<file path="config.mk">
export PLATFORM = sky130hd
export DESIGN_NAME = pc_gen_flat
export DESIGN_NICKNAME = d
export VERILOG_FILES = /design/src/rtl/pc_gen_pkg.sv /design/src/rtl/pc_gen_if.sv /design/src/rtl/pc_redirect_arb.sv /design/src/rtl/pc_gen.sv /design/src/flat_wrapper.sv
export SDC_FILE = /design/constraint.sdc
export NUM_CORES = 1
export LEC_CHECK = 0
export ABC_AREA = 1
export BUFFER_PORTS_ARGS = -buffer_cell sky130_fd_sc_hd__buf_2
export CELL_PAD_IN_SITES_DETAIL_PLACEMENT = 1
export CELL_PAD_IN_SITES_GLOBAL_PLACEMENT = 2
export CORE_MARGIN = 1
export CORE_UTILIZATION = 25
export CTS_CLUSTER_DIAMETER = 100
export CTS_CLUSTER_SIZE = 20
export DETAILED_ROUTE_END_ITERATION = 16
export PLACE_DENSITY = 0.95
export SETUP_SLACK_MARGIN = 0.4
export SYNTH_ARGS = -nofsm -noshare
export SYNTH_HDL_FRONTEND = slang
export SYNTH_SLANG_ARGS = --single-unit
</file>
<file path="constraint.sdc">
create_clock -name clk -period 2.9 [get_ports clk]
set_clock_uncertainty 0.05 [all_clocks]
set_input_delay 0.725 -clock clk [delete_from_list [all_inputs] [get_ports clk]]
set_output_delay 0.725 -clock clk [all_outputs]
set_load 0.01 [all_outputs]
</file>
<file path="src/rtl/pc_gen_pkg.sv">
// Shared types and constants for the fetch-stage program-counter generator.
package pc_gen_pkg;

    typedef enum logic {
        StBoot,
        StRun
    } state_e;

    localparam logic [63:0] DefaultResetVector = 64'h8000_0000;
    localparam int unsigned DefaultEpochW      = 2;

    typedef logic [DefaultEpochW-1:0] epoch_t;

    // Number of PC low bits that must be zero for a given instruction alignment.
    function automatic int unsigned align_bits(input int unsigned ialign);
        return (ialign == 2) ? 1 : 2;
    endfunction

endpackage

</file>
<file path="src/rtl/pc_gen_if.sv">
// Redirect, fetch-handshake and PC-offer signals between pc_gen and its neighbours.
interface pc_gen_if #(
    parameter int unsigned XLEN    = 64,
    parameter int unsigned EPOCH_W = 2
);
    logic               trap_i_valid;
    logic [XLEN-1:0]    trap_i_pc;
    logic               execute_i_need_jump;
    logic [XLEN-1:0]    execute_i_jump_pc;
    logic               fetch_i_pre_valid;
    logic [XLEN-1:0]    fetch_i_pre_pc;
    logic               fetch_i_ready;
    logic [XLEN-1:0]    pc;
    logic               pc_valid;
    logic [EPOCH_W-1:0] pc_epoch;
    logic               redirect_o_flush;
    logic               pc_o_misalign;

    modport master (
        input  trap_i_valid, trap_i_pc, execute_i_need_jump, execute_i_jump_pc,
        input  fetch_i_pre_valid, fetch_i_pre_pc, fetch_i_ready,
        output pc, pc_valid, pc_epoch, redirect_o_flush, pc_o_misalign
    );

    modport slave (
        output trap_i_valid, trap_i_pc, execute_i_need_jump, execute_i_jump_pc,
        output fetch_i_pre_valid, fetch_i_pre_pc, fetch_i_ready,
        input  pc, pc_valid, pc_epoch, redirect_o_flush, pc_o_misalign
    );
endinterface

</file>
<file path="src/rtl/pc_redirect_arb.sv">
// Combinational next-PC selection: trap > execute > prediction > sequential > hold,
// with target alignment and redirect-class / misalign flags.
module pc_redirect_arb
    import pc_gen_pkg::*;
#(
    parameter int unsigned XLEN   = 64,
    parameter int unsigned IALIGN = 4
) (
    input  logic            i_trap_valid,
    input  logic [XLEN-1:0] i_trap_pc,
    input  logic            i_exec_jump,
    input  logic [XLEN-1:0] i_exec_pc,
    input  logic            i_pre_valid,
    input  logic [XLEN-1:0] i_pre_pc,
    input  logic            i_handshake,
    input  logic [XLEN-1:0] i_pc,
    output logic            o_load,
    output logic [XLEN-1:0] o_target,
    output logic            o_redirect,
    output logic            o_misalign
);
    localparam int unsigned     AlignBits = align_bits(IALIGN);
    localparam logic [XLEN-1:0] AlignMask = XLEN'((1 << AlignBits) - 1);
    localparam logic [XLEN-1:0] Step      = XLEN'(IALIGN);

    logic [XLEN-1:0] w_raw;
    logic            w_is_target;

    always_comb begin
        w_raw       = i_pc;
        w_is_target = 1'b0;
        o_redirect  = 1'b0;
        o_load      = 1'b0;
        if (i_trap_valid) begin
            w_raw       = i_trap_pc;
            w_is_target = 1'b1;
            o_redirect  = 1'b1;
            o_load      = 1'b1;
        end else if (i_exec_jump) begin
            w_raw       = i_exec_pc;
            w_is_target = 1'b1;
            o_redirect  = 1'b1;
            o_load      = 1'b1;
        end else if (i_handshake && i_pre_valid) begin
            w_raw       = i_pre_pc;
            w_is_target = 1'b1;
            o_load      = 1'b1;
        end else if (i_handshake) begin
            w_raw  = i_pc + Step;
            o_load = 1'b1;
        end
    end

    // Sequential PCs are already aligned, so masking them is harmless.
    assign o_target   = w_raw & ~AlignMask;
    assign o_misalign = w_is_target && ((w_raw & AlignMask) != '0);

endmodule

</file>
<file path="src/rtl/pc_gen.sv">
// Fetch PC generator: holds the PC, advances it on the fetch handshake and
// applies epoch-tagged trap/execute redirects and fetch-prediction redirects.
module pc_gen
    import pc_gen_pkg::*;
#(
    parameter int unsigned XLEN         = 64,
    parameter logic [63:0] RESET_VECTOR = DefaultResetVector,
    parameter int unsigned IALIGN       = 4,
    parameter int unsigned EPOCH_W      = 2
) (
    input logic      clk,
    input logic      rst,
    pc_gen_if.master bus
);
    localparam logic [XLEN-1:0] ResetPc = RESET_VECTOR[XLEN-1:0];

    state_e             r_state;
    state_e             w_state_next;
    logic [XLEN-1:0]    r_pc;
    logic               r_pc_valid;
    logic [EPOCH_W-1:0] r_epoch;
    logic               r_flush;
    logic               r_misalign;

    logic               w_handshake;
    logic               w_load;
    logic [XLEN-1:0]    w_target;
    logic               w_redirect;
    logic               w_misalign;

    assign w_handshake = r_pc_valid && bus.fetch_i_ready;

    pc_redirect_arb #(
        .XLEN   (XLEN),
        .IALIGN (IALIGN)
    ) u_arb (
        .i_trap_valid (bus.trap_i_valid),
        .i_trap_pc    (bus.trap_i_pc),
        .i_exec_jump  (bus.execute_i_need_jump),
        .i_exec_pc    (bus.execute_i_jump_pc),
        .i_pre_valid  (bus.fetch_i_pre_valid),
        .i_pre_pc     (bus.fetch_i_pre_pc),
        .i_handshake  (w_handshake),
        .i_pc         (r_pc),
        .o_load       (w_load),
        .o_target     (w_target),
        .o_redirect   (w_redirect),
        .o_misalign   (w_misalign)
    );

    always_comb begin
        w_state_next = r_state;
        case (r_state)
            StBoot:  w_state_next = StRun;
            StRun:   w_state_next = StRun;
            default: w_state_next = StBoot;
        endcase
    end

    // Redirects act in BOOT too; the handshake cannot, since pc_valid is low there.
    always_ff @(posedge clk) begin
        if (!rst) begin
            r_state    <= StBoot;
            r_pc       <= ResetPc;
            r_pc_valid <= 1'b0;
            r_epoch    <= '0;
            r_flush    <= 1'b0;
            r_misalign <= 1'b0;
        end else begin
            r_state    <= w_state_next;
            r_pc_valid <= (w_state_next == StRun);
            if (w_load) begin
                r_pc <= w_target;
            end
            if (w_redirect) begin
                r_epoch <= r_epoch + EPOCH_W'(1);
            end
            r_flush    <= w_redirect;
            r_misalign <= w_misalign;
        end
    end

    assign bus.pc               = r_pc;
    assign bus.pc_valid         = r_pc_valid;
    assign bus.pc_epoch         = r_epoch;
    assign bus.redirect_o_flush = r_flush;
    assign bus.pc_o_misalign    = r_misalign;

endmodule
</file>
<file path="src/flat_wrapper.sv">
// flat-port wrapper written by rule: the top's interface ports become plain ports
module pc_gen_flat import pc_gen_pkg::*;
#(
    parameter int unsigned XLEN         = 64,
    parameter logic [63:0] RESET_VECTOR = DefaultResetVector,
    parameter int unsigned IALIGN       = 4,
    parameter int unsigned EPOCH_W      = 2
)
  (clk, rst, bus_trap_i_valid, bus_trap_i_pc, bus_execute_i_need_jump, bus_execute_i_jump_pc, bus_fetch_i_pre_valid, bus_fetch_i_pre_pc, bus_fetch_i_ready, bus_pc, bus_pc_valid, bus_pc_epoch, bus_redirect_o_flush, bus_pc_o_misalign);
  pc_gen_if #(.XLEN(XLEN), .EPOCH_W(EPOCH_W)) bus_i ();
  input logic clk;
  input logic rst;
  input wire logic [$bits(bus_i.trap_i_valid)-1:0] bus_trap_i_valid;
  input wire logic [$bits(bus_i.trap_i_pc)-1:0] bus_trap_i_pc;
  input wire logic [$bits(bus_i.execute_i_need_jump)-1:0] bus_execute_i_need_jump;
  input wire logic [$bits(bus_i.execute_i_jump_pc)-1:0] bus_execute_i_jump_pc;
  input wire logic [$bits(bus_i.fetch_i_pre_valid)-1:0] bus_fetch_i_pre_valid;
  input wire logic [$bits(bus_i.fetch_i_pre_pc)-1:0] bus_fetch_i_pre_pc;
  input wire logic [$bits(bus_i.fetch_i_ready)-1:0] bus_fetch_i_ready;
  output wire logic [$bits(bus_i.pc)-1:0] bus_pc;
  output wire logic [$bits(bus_i.pc_valid)-1:0] bus_pc_valid;
  output wire logic [$bits(bus_i.pc_epoch)-1:0] bus_pc_epoch;
  output wire logic [$bits(bus_i.redirect_o_flush)-1:0] bus_redirect_o_flush;
  output wire logic [$bits(bus_i.pc_o_misalign)-1:0] bus_pc_o_misalign;
  assign bus_i.trap_i_valid = bus_trap_i_valid;
  assign bus_i.trap_i_pc = bus_trap_i_pc;
  assign bus_i.execute_i_need_jump = bus_execute_i_need_jump;
  assign bus_i.execute_i_jump_pc = bus_execute_i_jump_pc;
  assign bus_i.fetch_i_pre_valid = bus_fetch_i_pre_valid;
  assign bus_i.fetch_i_pre_pc = bus_fetch_i_pre_pc;
  assign bus_i.fetch_i_ready = bus_fetch_i_ready;
  assign bus_pc = bus_i.pc;
  assign bus_pc_valid = bus_i.pc_valid;
  assign bus_pc_epoch = bus_i.pc_epoch;
  assign bus_redirect_o_flush = bus_i.redirect_o_flush;
  assign bus_pc_o_misalign = bus_i.pc_o_misalign;
  pc_gen #(.XLEN(XLEN), .RESET_VECTOR(RESET_VECTOR), .IALIGN(IALIGN), .EPOCH_W(EPOCH_W)) u_core (.clk(clk), .rst(rst), .bus(bus_i));
endmodule
</file>
==> impl_metrics.env <==
export IMPL_place_hpwl_mm=22.9
export IMPL_coreArea_mm2=0.0238
export IMPL_async_flop_share_pct=0
export IMPL_wl_per_cell_um=17.9
export IMPL_cts_setup_buffers=0
export IMPL_vdd_drop_max_uv=202
export IMPL_grt_pass1_vias=7987
export IMPL_netlist_top_cells_area="dfxtp_1 22%, nand2_1 17%, nor2_1 11%"
export IMPL_endpoint_kind="register"
export IMPL_hold_path_cell_count=1
export IMPL_rr_startpoint="u_core.bus.pc[2]$_SDFFE_PN0P_"
export IMPL_ant_nets=0
export IMPL_grt_overflow=0
export IMPL_status="complete, no violations"
export IMPL_worstMarginPinSlew_ps=1070
export IMPL_internal_power_mw=2.20
export IMPL_drv_cap=0
export IMPL_finalMaxSlewViolations=0
export IMPL_final_common_cell="nand2_1"
export IMPL_worstPathCellList="ha_1 -> nand2_2 -> nor2_4 -> nand2_2 -> nor2_4 -> nand2_2 -> o21ai_0 -> nand3_1 -> nand2_1 -> nand2_1 -> nand2_1 -> a21oi_2"
export IMPL_hold_buffers=0
export IMPL_dr_total_vias=7964
export IMPL_portBuffers=264
export IMPL_cts_tree="yes"
export IMPL_layout_common_cells="283 x nand2_1, 264 x buf_2, 174 x nor2_1"
export IMPL_dp_cells=1599
export IMPL_p_leak_nw=3.79
export IMPL_critical_path_top_delay_family="simple AND/OR/NAND/NOR gates"
export IMPL_gp_congestion=0.927
export IMPL_max_freq_ghz=0.440
export IMPL_min_period_ps=2270
export IMPL_worst_slack_ps=626
export IMPL_seq_power_share_pct=35.0
export IMPL_drc_errors=0
export IMPL_p_per_area_mw_per_mm2=402
export IMPL_clock_root_buffer="clkbuf_16"
export IMPL_switching_power_mw=1.04
export IMPL_drt_pass1_iterations=5
export IMPL_clockBufferDepth=2
export IMPL_worst_endpoint_required_ps=3050
export IMPL_start_kind="register"
export IMPL_drt_iter0_drc=542
export IMPL_clockPowerShare_pct=40.7
export IMPL_clkLatencyLatePin_ps=350
export IMPL_slew_headroom_pct=28.9
export IMPL_grt_max_degree=108
export IMPL_dieArea_mm2=0.0252
export IMPL_nets=1490
export IMPL_syn_to_final_growth_pct=31.6
export IMPL_synth_top_area_cell="dfxtp_1"
export IMPL_io_pins=267
export IMPL_avgSynthCellArea_um2=5.80
export IMPL_hp_class="reg -> reg"
export IMPL_cts_sinks=67
export IMPL_num_rows=56
export IMPL_design_area_mm2=0.00808
export IMPL_grt_total_usage_pct=23.1
export IMPL_crit_buf_inv=0
export IMPL_netlist_area_mm2=0.00614
export IMPL_setup_tns_ps=0
export IMPL_yosysTopAreaCellShare_pct=21.9
export IMPL_combPwrFrac_pct=24.3
export IMPL_via_per_inst=4.92
export IMPL_timing_final_crit_share_pct=78.4
export IMPL_layout_cells_non_filler=1618
export IMPL_yosysUniqueCellTypes=39
export IMPL_seq_area_frac_synth_pct=21.9
export IMPL_cp_arrival_ps=2430
export IMPL_r2r_end="u_core.bus.pc[56]$_SDFFE_PN0P_"
export IMPL_grt_antenna_before_repair=4
export IMPL_rsz0062_at_grt="false"
export IMPL_synth_cells=1059
export IMPL_synth_ff_type="dfxtp_1"
export IMPL_ys_seq_elements=67
export IMPL_die_y_um=159
export IMPL_fp_dieW_um=159
export IMPL_numCtsBuffers=9
export IMPL_place_area_mm2=0.00772
export IMPL_yosysWarnings=0
export IMPL_start_util_pct=25.8
export IMPL_crit_fanout=6
export IMPL_worstHoldStart="u_core.bus.pc_epoch[1]$_SDFFE_PN0P_"
export IMPL_clk_pin_slew_ps=60
export IMPL_synth_edf_count=0
export IMPL_path_class="reg -> reg"
export IMPL_place_ws_ps=512
export IMPL_max_stage_delay_ps=420
export IMPL_grt_pass1_wl_mm=43.9
export IMPL_rrSetupSlack_ps=630
export IMPL_cp_slowest_cell="dfxtp_1"
export IMPL_totalWireLength_mm=28.9
export IMPL_setup_viol=0
export IMPL_layout_drive_gt1_share_pct=27.8
export IMPL_htreeDepth=3
export IMPL_swShare_pct=32.2
export IMPL_min_to="u_core.bus.pc_epoch[1]$_SDFFE_PN0P_"
export IMPL_hold_violations=0
export IMPL_reg2reg_depth=12
[area by class of cell]
| type | count | area (um2) |
|---|---|---|
| Antenna cell | 4 | 10.0 |
| Clock buffer | 11 | 243 |
| Fill cell | 3170 | 15700 |
| Sequential cell | 67 | 1340 |
| Inverter | 68 | 255 |
| Clock inverter | 4 | 98.8 |
| Tap cell | 319 | 399 |
| Timing Repair Buffer | 278 | 1450 |
| Multi-Input combinational cell | 867 | 4280 |
[synth_stat cells (2+ instances only)]
cell	instances
clkbuf_1	39
buf_2	6
a221oi_1	22
buf_1	5
nand4_1	8
nor2_4	8
clkbuf_8	3
o211ai_1	29
buf_4	3
a31oi_1	3
or2_2	30
a21oi_2	5
nor2_2	3
nand2_4	6
xor2_1	17
o21ai_0	91
nor2_8	2
a22oi_1	3
dfxtp_1	67
nand2_2	7
a21oi_1	100
inv_1	67
xnor2_1	10
nor2_1	176
nand2_1	284
nand3_1	50
nand3_2	3
[worst max-delay path by stage]
| stage | start | endpoint | cells after the start | slack, ps |
|---|---|---|---|---|
| after global routing | u_core.bus.pc[3]$_SDFFE_PN0P_ | u_core.bus.pc[46]$_SDFFE_PN0P_ | 14 | 430 |
| after detailed placement | bus_trap_i_valid | u_core.bus.pc[5]$_SDFFE_PN0P_ | 4 | 510 |
| final | u_core.bus.pc[2]$_SDFFE_PN0P_ | u_core.bus.pc[56]$_SDFFE_PN0P_ | 12 | 630 |
| after CTS | u_core.bus.pc[2]$_SDFFE_PN0P_ | u_core.bus.pc[62]$_SDFFE_PN0P_ | 12 | 600 |
| after floorplan | bus_execute_i_need_jump | u_core.bus.pc[25]$_SDFFE_PN0P_ | 7 | 990 |
| after global placement | bus_trap_i_valid | u_core.bus.pc[5]$_SDFFE_PN0P_ | 4 | 570 |
[cell families after synthesis]
logic type               count (synthesis)  share of synthesized area [%]
AND/OR/NAND/NOR                        582                           41.4
AO/OA/AOI/OAI                          255                           23.9
buffers and inverters                  126                           8.71
flip-flops                              67                           21.9
XOR/XNOR                                27                           3.85
adder cells (fa/ha/maj)                  1                          0.204
other                                    1                         0.0611
[per-stage QoR]
| stage | total power [mW] | utilization (%) | hold WS (ps) |
|---|---|---|---|
| after floorplan | 1.56 | - | 423 |
| after global placement | 1.93 | 32.5 | 409 |
| after detailed placement | 1.95 | 32.5 | 399 |
| after CTS | 3.27 | 34.0 | 415 |
| after global routing | 3.42 | 34.0 | 454 |
| final | 3.24 | 34.0 | 415 |
[state kept, by name, indices dropped and copies added, names as in the netlist]
| register | flops |
|---|---|
| u_core.r_state | 1 |
| u_core.bus.redirect_o_flush | 1 |
| u_core.bus.pc_epoch | 2 |
| u_core.bus.pc_o_misalign | 1 |
| u_core.bus.pc | 62 |
[power by group through the flow]
| stage | Combinational (mW) | Clock [mW] | Sequential [mW] |
|---|---|---|---|
| global placement | 0.770 | 0 | 1.16 |
| global route | 0.884 | 1.39 | 1.15 |
| detailed placement | 0.790 | 0 | 1.16 |
| finish | 0.788 | 1.32 | 1.14 |
| CTS | 0.796 | 1.34 | 1.14 |
| floorplan | 0.405 | 0 | 1.15 |
[layer usage]
metal  track usage, %  vias to the layer above  share of wire [%]
met2             39.0                      235                 47
met5                0                        -                  0
li1                 -                     3967                  -
met3             3.38                       42                4.9
met4             7.97                        0                2.6
met1             29.8                     3720                 45
[repair_timing]
| item | 4_1_cts | 5_1_grt |
|---|---|---|
| hold endpoints to repair | 0 | 0 |
| resized for setup | 0 | 1 |
| endpoints found under the setup margin | 0 | 1 |
No activity file was read; power rests on OpenSTA's default activity.
